===== src/rtl/vga_bounce_ctrlmod.sv =====
// Pixel-content generator for the VGA output stage: eight vertical colour
// bars with a bouncing square box drawn on top. The box position and colour
// advance once per frame (on iFrame), so a visible frame never tears.
// Output latency is one clock from iEn/iX/iY to oEn/oData.
module vga_bounce_ctrlmod #(
  parameter int unsigned H_ACTIVE    = 640,
  parameter int unsigned V_ACTIVE    = 480,
  parameter int unsigned BOX_SIZE    = 32,
  parameter int unsigned STEP        = 4,
  parameter int unsigned COLOR_SHIFT = 6
) (
  input  logic        CLOCK,
  input  logic        RESET,
  input  logic        iEn,
  input  logic [10:0] iX,
  input  logic [9:0]  iY,
  input  logic        iFrame,
  output logic        oEn,
  output logic [15:0] oData
);

  // Bar width in pixels; the bar index is found by comparing against
  // multiples of this, so no divider is built.
  localparam int unsigned BAR_W = H_ACTIVE / 8;

  // Position arithmetic carries one guard bit above the port width so that
  // pos+STEP cannot wrap and pos-STEP is only taken when it cannot underflow.
  localparam logic [11:0] X_MAX  = 12'(H_ACTIVE - BOX_SIZE);
  localparam logic [11:0] X_STEP = 12'(STEP);
  localparam logic [11:0] X_BOX  = 12'(BOX_SIZE);
  localparam logic [10:0] Y_MAX  = 11'(V_ACTIVE - BOX_SIZE);
  localparam logic [10:0] Y_STEP = 11'(STEP);
  localparam logic [10:0] Y_BOX  = 11'(BOX_SIZE);

  // Direction of travel on one axis.
  typedef enum logic {
    DIR_INC = 1'b0,
    DIR_DEC = 1'b1
  } dir_e;

  // Box state.
  dir_e        dx_q, dx_d;
  dir_e        dy_q, dy_d;
  logic [10:0] bx_q, bx_d;
  logic [9:0]  by_q, by_d;
  logic [15:0] frame_q, frame_d;

  // Output pipeline registers.
  logic        en_q;
  logic [15:0] data_q;
  logic [15:0] data_d;

  // Pixel-path intermediates.
  logic [11:0] x_sum;
  logic [10:0] y_sum;
  logic [11:0] pix_x;
  logic [10:0] pix_y;
  logic        hit_x;
  logic        hit_y;
  logic [2:0]  bar_idx;
  logic [15:0] bar_col;
  logic [1:0]  box_idx;
  logic [15:0] box_col;

  // ------------------------------------------------------------------
  // Box state registers: position, direction and frame counter.
  // ------------------------------------------------------------------
  always_ff @(posedge CLOCK or negedge RESET) begin
    if (!RESET) begin
      bx_q    <= '0;
      by_q    <= '0;
      dx_q    <= DIR_INC;
      dy_q    <= DIR_INC;
      frame_q <= '0;
    end else begin
      bx_q    <= bx_d;
      by_q    <= by_d;
      dx_q    <= dx_d;
      dy_q    <= dy_d;
      frame_q <= frame_d;
    end
  end

  // Horizontal bounce: step toward the active edge, clamp and reverse on hit.
  always_comb begin
    x_sum = {1'b0, bx_q} + X_STEP;
    bx_d  = bx_q;
    dx_d  = dx_q;
    if (iFrame) begin
      unique case (dx_q)
        DIR_INC: begin
          if (x_sum >= X_MAX) begin
            bx_d = X_MAX[10:0];
            dx_d = DIR_DEC;
          end else begin
            bx_d = x_sum[10:0];
          end
        end
        DIR_DEC: begin
          if ({1'b0, bx_q} <= X_STEP) begin
            bx_d = '0;
            dx_d = DIR_INC;
          end else begin
            bx_d = bx_q - X_STEP[10:0];
          end
        end
      endcase
    end
  end

  // Vertical bounce: same rules as the horizontal axis with the line limit.
  always_comb begin
    y_sum = {1'b0, by_q} + Y_STEP;
    by_d  = by_q;
    dy_d  = dy_q;
    if (iFrame) begin
      unique case (dy_q)
        DIR_INC: begin
          if (y_sum >= Y_MAX) begin
            by_d = Y_MAX[9:0];
            dy_d = DIR_DEC;
          end else begin
            by_d = y_sum[9:0];
          end
        end
        DIR_DEC: begin
          if ({1'b0, by_q} <= Y_STEP) begin
            by_d = '0;
            dy_d = DIR_INC;
          end else begin
            by_d = by_q - Y_STEP[9:0];
          end
        end
      endcase
    end
  end

  // Frame counter advances on every frame pulse and wraps naturally.
  always_comb begin
    frame_d = frame_q;
    if (iFrame) begin
      frame_d = frame_q + 16'd1;
    end
  end

  // ------------------------------------------------------------------
  // Pixel path (uses the pre-update box state on a frame-pulse cycle).
  // ------------------------------------------------------------------

  // Bar index by a compare chain against bar boundaries.
  always_comb begin
    bar_idx = '0;
    for (int unsigned i = 1; i < 8; i++) begin
      if ({1'b0, iX} >= 12'(i * BAR_W)) begin
        bar_idx = 3'(i);
      end
    end
  end

  // Bar colour lookup.
  always_comb begin
    bar_col = '0;
    unique case (bar_idx)
      3'd0: bar_col = 16'hFFFF;
      3'd1: bar_col = 16'hFFE0;
      3'd2: bar_col = 16'h07FF;
      3'd3: bar_col = 16'h07E0;
      3'd4: bar_col = 16'hF81F;
      3'd5: bar_col = 16'hF800;
      3'd6: bar_col = 16'h001F;
      3'd7: bar_col = 16'h0000;
    endcase
  end

  // Box colour lookup from two bits of the frame counter.
  always_comb begin
    box_idx = frame_q[COLOR_SHIFT+1:COLOR_SHIFT];
    box_col = '0;
    unique case (box_idx)
      2'd0: box_col = 16'hF800;
      2'd1: box_col = 16'h07E0;
      2'd2: box_col = 16'h001F;
      2'd3: box_col = 16'hFFFF;
    endcase
  end

  // Box hit test, inclusive at the box origin and exclusive at origin+size.
  always_comb begin
    pix_x = {1'b0, iX};
    pix_y = {1'b0, iY};
    hit_x = (pix_x >= {1'b0, bx_q}) && (pix_x < ({1'b0, bx_q} + X_BOX));
    hit_y = (pix_y >= {1'b0, by_q}) && (pix_y < ({1'b0, by_q} + Y_BOX));
  end

  // Final pixel select: blank outside the active area, box over bars.
  always_comb begin
    data_d = '0;
    if (iEn) begin
      data_d = (hit_x && hit_y) ? box_col : bar_col;
    end
  end

  // Output registers; reset clears the outputs immediately.
  always_ff @(posedge CLOCK or negedge RESET) begin
    if (!RESET) begin
      en_q   <= 1'b0;
      data_q <= '0;
    end else begin
      en_q   <= iEn;
      data_q <= data_d;
    end
  end

  assign oEn   = en_q;
  assign oData = data_q;

endmodule

===== config.mk =====
export PLATFORM = sky130hd
export DESIGN_NAME = vga_bounce_ctrlmod
export DESIGN_NICKNAME = d
export VERILOG_FILES = /design/src/rtl/vga_bounce_ctrlmod.sv
export SDC_FILE = /design/constraint.sdc
export NUM_CORES = 1
export LEC_CHECK = 0
export ABC_AREA = 0
export CORE_MARGIN = 2
export CORE_UTILIZATION = 45
export DETAILED_ROUTE_END_ITERATION = 8
export GPL_TIMING_DRIVEN = 0
export PLACE_DENSITY = 0.72
export SYNTH_ARGS = -nofsm -noshare
export SYNTH_HDL_FRONTEND = slang
export SYNTH_SLANG_ARGS = --single-unit
export TNS_END_PERCENT = 5

===== constraint.sdc =====
create_clock -name CLOCK -period 3.55 [get_ports CLOCK]
set_input_delay 0.71 -clock CLOCK [delete_from_list [all_inputs] [get_ports CLOCK]]
set_output_delay 0.71 -clock CLOCK [all_outputs]
set_load 0.02 [all_outputs]

After elaboration in Yosys (flattened, before gate mapping):

Memory sizes are Yosys's and may differ from the RTL's.
Cells that the tools add are included.

* register bits: 56
* bits in latches: 0
* RAM bits: 0
* bits in read-only memories: 128
* input port bits: 25
* word-level logic and storage cells: 61
* memories: 1

* add/subtract/negate cells: 7
* multipliers: 0
* divide/modulo/power cells: 0
* order comparisons: 15
* eq/ne operators: 3
* shift-type cells: 0
* muxes and demuxes: 22
* bitwise logic cells: 2
* reduce and logical (&&, ||, !) cells: 4

Memory list
* (no name shown): depth 8, width 16, read ports 1, clocked after memory_dff 0, wr ports 0, line 163 `unique case (bar_idx)`

Operators by type and width (number)
* one-hot mux 16 bit (4 select lines): 1
* >= comparator 11 x 9 -> 1 bit (second input constant): 4
* two-way mux 16 bit: 2
* >= comparator 11 x 8 -> 1 bit (second input constant): 2
* two-way mux 11 bit: 2
* one-hot mux 11 bit (2 select lines): 1
* two-way mux 10 bit: 2
* one-hot mux 10 bit (2 select lines): 1
* two-way mux 3 bit: 6
* adder 16 x 1 -> 16 bit (second input constant): 1
* adder 11 x 3 -> 12 bit (second input constant): 1
* adder 11 x 6 -> 12 bit (second input constant): 1
* >= comparator 12 x 10 -> 1 bit (second input constant): 1
* less-than comparator 11 x 12 -> 1 bit: 1
* adder 10 x 3 -> 11 bit (second input constant): 1
* adder 10 x 6 -> 11 bit (second input constant): 1
* >= comparator 11 x 10 -> 1 bit (second input constant): 1
* >= comparator 11 bit: 1
* >= comparator 11 x 7 -> 1 bit (second input constant): 1
* less-or-equal comparator 11 x 3 -> 1 bit (second input constant): 1
* less-than comparator 10 x 11 -> 1 bit: 1
* subtractor 11 x 3 -> 11 bit (second input constant): 1
* >= comparator 10 bit: 1
* less-or-equal comparator 10 x 3 -> 1 bit (second input constant): 1
* 8 further kinds: 17

Depth between registers and ports, before layout:

An unclocked memory read counts as a cell.

* depth in word-level cells: 11
* gate-level depth with buffers: 11
* gate-level depth less buffers: 10

Worst setup path before layout:

Ideal clock, no wire load.

* kind: register to register
* start: register bx_q[5]
* end: register data_q[10], in the netlist oData[10]
* arrival time: 2.041 ns
* data required time: 3.422 ns
* path slack: 1.381 ns
* cell stages (with the launch flop): 11
* cell sequence: dfrtp_1 > ha_1 > nand3_1 > xnor2_1 > ha_1 > a21o_1 > a21oi_1 > a32oi_1 > nor3_1 > nand4_1 > mux2i_1

* longest elaborated chain between the ends: 6
* elaborated cells between the ends (all ways): 7
* those cells by class: add/sub (1); order compare (2); mux (2); reduce/logical (2)

RTL lines
* from (decl): line 44 `logic [10:0] bx_q, bx_d;`
* from (signal assigned): line 70 `bx_q <= '0;`
* from (signal assigned): line 76 `bx_q <= bx_d;`
* adder 11 x 6 -> 12 bit: line 191 `hit_x = (pix_x >= {1'b0, bx_q}) && (pix_x < ({1'b0, bx_q} + X_BOX));`
* less-than comparator 11 x 12 -> 1 bit: line 191
* logical AND 1 bit (*): line 191
* logical AND 1 bit (*): line 199 `data_d = (hit_x && hit_y) ? box_col : bar_col;`
* two-way mux 16 bit (*): line 199
* two-way mux 16 bit (*): line 198 `if (iEn) begin`
* net data_d[10]: line 51 `logic [15:0] data_d;`
* to (signal assigned): line 210 `data_q <= data_d;`
* to (decl): line 50 `logic [15:0] data_q;`

The timed path passes the listed nets; every way through them passes the cells marked *.
A chain may end at the register's enable or synchronous reset.

Final worst setup path:

* start: register bx_q[5]
* end: register bx_q[4]

* longest elaborated chain between the ends: 4
* elaborated cells between the ends (all ways): 6
* those cells by class: add/sub (1); order compare (2); mux (3)

RTL lines
* adder 11 x 3 -> 12 bit: line 86 `x_sum = {1'b0, bx_q} + X_STEP;`
* >= comparator 12 x 10 -> 1 bit: line 92 `if (x_sum >= X_MAX) begin`
* two-way mux 11 bit: line 92
* one-hot mux 11 bit (2 select lines) (*): line 90 `unique case (dx_q)`

Every way passes the cells marked *; elsewhere a longest branch is shown, timed or not.

==> out/results.txt <==
status: finished clean
DRC viols: 0
Reg power frac: 0.258
sequential area share after synthesis: 0.245
P_sw: 0.00115 W
row cnt: 30
Slew headroom: 0.537
library cells used by synthesis: 65
CP Capture Type: flip-flop
Post-Syn Instances: 371
DP HPWL: 6.16 mm
via count: 2,984
Worst VDD drop: 0.212 mV
CP peak stage delay: 0.45 ns
TNS Setup: 0 ns
Slew @ Worst Pin: 0.694 ns
r2r startpoint: bx_q[5]
Combinational Power Share: 0.625
drt pass-1 iters: 5
post-synthesis compound-gate area fraction: 0.228
Syn. warnings: 0
clk_lat worst skew: 0.30 ns
final WL: 8.05 mm
TritonCTS clock tree: built
Tmin final: 2.69 ns
Max Freq: 372 MHz
worst r2r dst: bx_q[4]
ys flop type: dfrtp_1
RSZ-0062 raised after global routing: false
die area: 7730 sq um
largest net degree at the start of global routing: 32
#FFs+latches synth: 31
clock power share: 0.116
Adder-Cell Fraction of Synth Area: 0.173
Synth Area in Simple Gates: 0.185
FF-to-FF path depth: 9
syn nets: 439
vias per cell: 5.84
clock slew seen by the registers of the worst setup and hold paths: 0.07 ns
first-pass GRT wire length: 13.3 mm
Critical Path Source Type: flip-flop
Int Power: 0.00128 W
FFs w/ async S/R, synth: 1.00
Avg Cell Area, Syn: 8.55 sq um
Starting DRT DRC Count: 299
final hold violation count: 0
Critical Path Start: bx_q[5]
cts bufs inserted: 5
share of cells above drive strength 1: 0.108
Post-CTS Setup Bufs: 0
Data required, critical path: 3.73 ns
TritonCTS Sinks: 31
switching share of power: 0.474
placed insts: 503
Cell Pwr Density: 651 nW/um^2
synthesis-to-finish area growth: 17.7%
NumNets Final: 482
DR WL/cell: 15.8 um
routability congestion estimate from global placement: 0.939
crit path max fanout: 10
global route overflow: 0
final setup skew: 0.00834 ns
worst path cell trace: buf_2, inv_1, ha_1, nor4b_2, nand2_1, a21oi_4, or2b_2, o21ai_0, a211o_1
vias in the first global route: 2,774
CTS Buffer Depth: 2
antenna-violating nets left: 0
Post-CTS Resized: 0
post-synthesis mux area share: 0.0280
Worst Hold Class: input port to asynchronous set/reset pin
Final period util: 0.758
DIE WIDTH: 87.9 um
Final Non-Filler Cells: 511
worst setup path end: bx_q[4]
H-tree Lvls: 2
XOR/XNOR Fraction of Synth Area: 0.0497
Setup CP Type: flip-flop to flip-flop
Cell Area, Synth: 3170 sq um
Die H: 87.9 um
CP max-delay cell: dfrtp_1
I/O Pins: 42
arrival time of the worst setup path: 2.87 ns
core area: 6790 sq um
Leak: 1.67 nW
max-cap viol count: 0
Initial Util: 0.467
max-slew violation count: 0
Port Buffers: 36
most frequent cells in the layout: ha_1 (43), clkdlybuf4s50_1 (35), dfrtp_1 (31), inv_1 (26), a21oi_1 (26)
initial antenna violation count: 0
EDFF count, synth: 0
cts hold-fix bufs: 0
all-layer global routing usage: 0.220
commonest non-fill, non-tap cell in the layout: ha_1
clock root buffer master: clkbuf_8
R2R Setup Slk: 0.86 ns
final setup fails: 0
ANT cells: 0
largest family of logic cells by synthesized area: compound AO/OA/AOI/OAI gates
==> how the worst min path moves through the flow <==
stage	from	end	slack [ns]
floorplan	RESET	bx_q[10]	0.41
global placement	frame_q[5]	frame_q[5]	0.45
detailed placement	frame_q[5]	frame_q[5]	0.48
CTS	RESET	bx_q[10]	0.49
global route	frame_q[5]	frame_q[5]	0.50
finish	RESET	bx_q[10]	0.44
==> logic make-up after synthesis <==
kind of cell	count (synthesis)
XOR/XNOR	18
multiplexers	8
buffers and inverters	58
adder cells (fa/ha/maj)	44
flip-flops	31
AO/OA/AOI/OAI	106
AND/OR/NAND/NOR	106
==> metrics by stage <==
step	utilization	power (W)	area, sq um	hold slack, ns	setup slack [ns]
2_1_floorplan	-	0.00174	3170	0.414	1.38
3_3_place_gp	0.537	0.00206	3650	0.452	0.728
3_5_place_dp	0.537	0.00213	3650	0.477	0.690
4_1_cts	0.549	0.00242	3730	0.489	0.874
5_1_grt	0.549	0.00265	3730	0.497	0.668
6_report	0.549	0.00243	3730	0.442	0.860
==> per-layer routing <==
metal  share of wire  up-vias  global-route usage
met5               0        -                   0
li1                -     1447                   -
met3           0.059       18              0.0358
met4           0.018        0              0.0601
met1            0.45     1404               0.302
met2            0.47      115               0.360
==> cells in the mapped netlist, types with 2 or more instances <==
master | instances | area share
nor2_1 | 15 | 0.018
o22ai_1 | 4 | 0.0079
a21oi_1 | 26 | 0.041
buf_2 | 8 | 0.013
nor3_1 | 14 | 0.022
buf_6 | 2 | 0.0071
o31ai_1 | 2 | 0.0047
inv_1 | 26 | 0.031
xnor2_1 | 16 | 0.044
nand4_1 | 10 | 0.020
a21o_1 | 6 | 0.014
and4_1 | 3 | 0.0083
nand2_1 | 23 | 0.027
o21ai_0 | 16 | 0.025
buf_4 | 13 | 0.031
o21ai_1 | 7 | 0.011
a31oi_1 | 3 | 0.0059
a211oi_1 | 6 | 0.014
nor2b_1 | 2 | 0.0039
dfrtp_1 | 31 | 0.24
mux2_2 | 3 | 0.011
a211o_1 | 5 | 0.014
nand2b_1 | 2 | 0.0039
and2_1 | 2 | 0.0039
and3_1 | 8 | 0.016
o221ai_1 | 2 | 0.0055
clkbuf_1 | 7 | 0.0083
o2111ai_1 | 2 | 0.0055
nor4_1 | 2 | 0.0039
xor2_1 | 2 | 0.0055
o21a_1 | 2 | 0.0047
mux2i_1 | 4 | 0.013
nand3_1 | 13 | 0.021
ha_1 | 43 | 0.17
o311ai_1 | 2 | 0.0055
a22oi_1 | 3 | 0.0071
a22o_1 | 5 | 0.014
or3_1 | 2 | 0.0039
o211ai_1 | 3 | 0.0071
==> cell type report <==
class,instances,area (sq um)
fill,632,3060
multi-input combinational,282,2100
sequential,31,776
timing repair buffer,36,355
buffer,31,190
tap,96,120
inverter,27,101
clock buffer,6,72.6
clock inverter,2,12.5
==> critical path: cells and delay by family (launching register included) <==
family                     cells  cell delay, ns
AOI/OAI and AO/OA              3            0.70
DFF                            1            0.45
and+or+nand+nor                3            0.82
adders and majority gates      1            0.22
buffers and inverters          2            0.38
==> registers in the layout, summed over array words and instances (netlist names) <==
| register | flops |
|---|---|
| oEn | 1 |
| dy_q | 1 |
| bx_q | 9 |
| dx_q | 1 |
| oData | 3 |
| by_q | 8 |
| frame_q | 8 |
==> power groups by stage <==
| stage | registers [W] | clock network [W] | logic [W] |
|---|---|---|---|
| global route | 0.000645 | 0.000303 | 0.00170 |
| detailed placement | 0.000631 | 0 | 0.00149 |
| CTS | 0.000626 | 0.000291 | 0.00151 |
| finish | 0.000627 | 0.000283 | 0.00152 |
| global placement | 0.000621 | 0 | 0.00144 |
| floorplan | 0.000597 | 0 | 0.00114 |
Power figures use the tool's default switching activity.
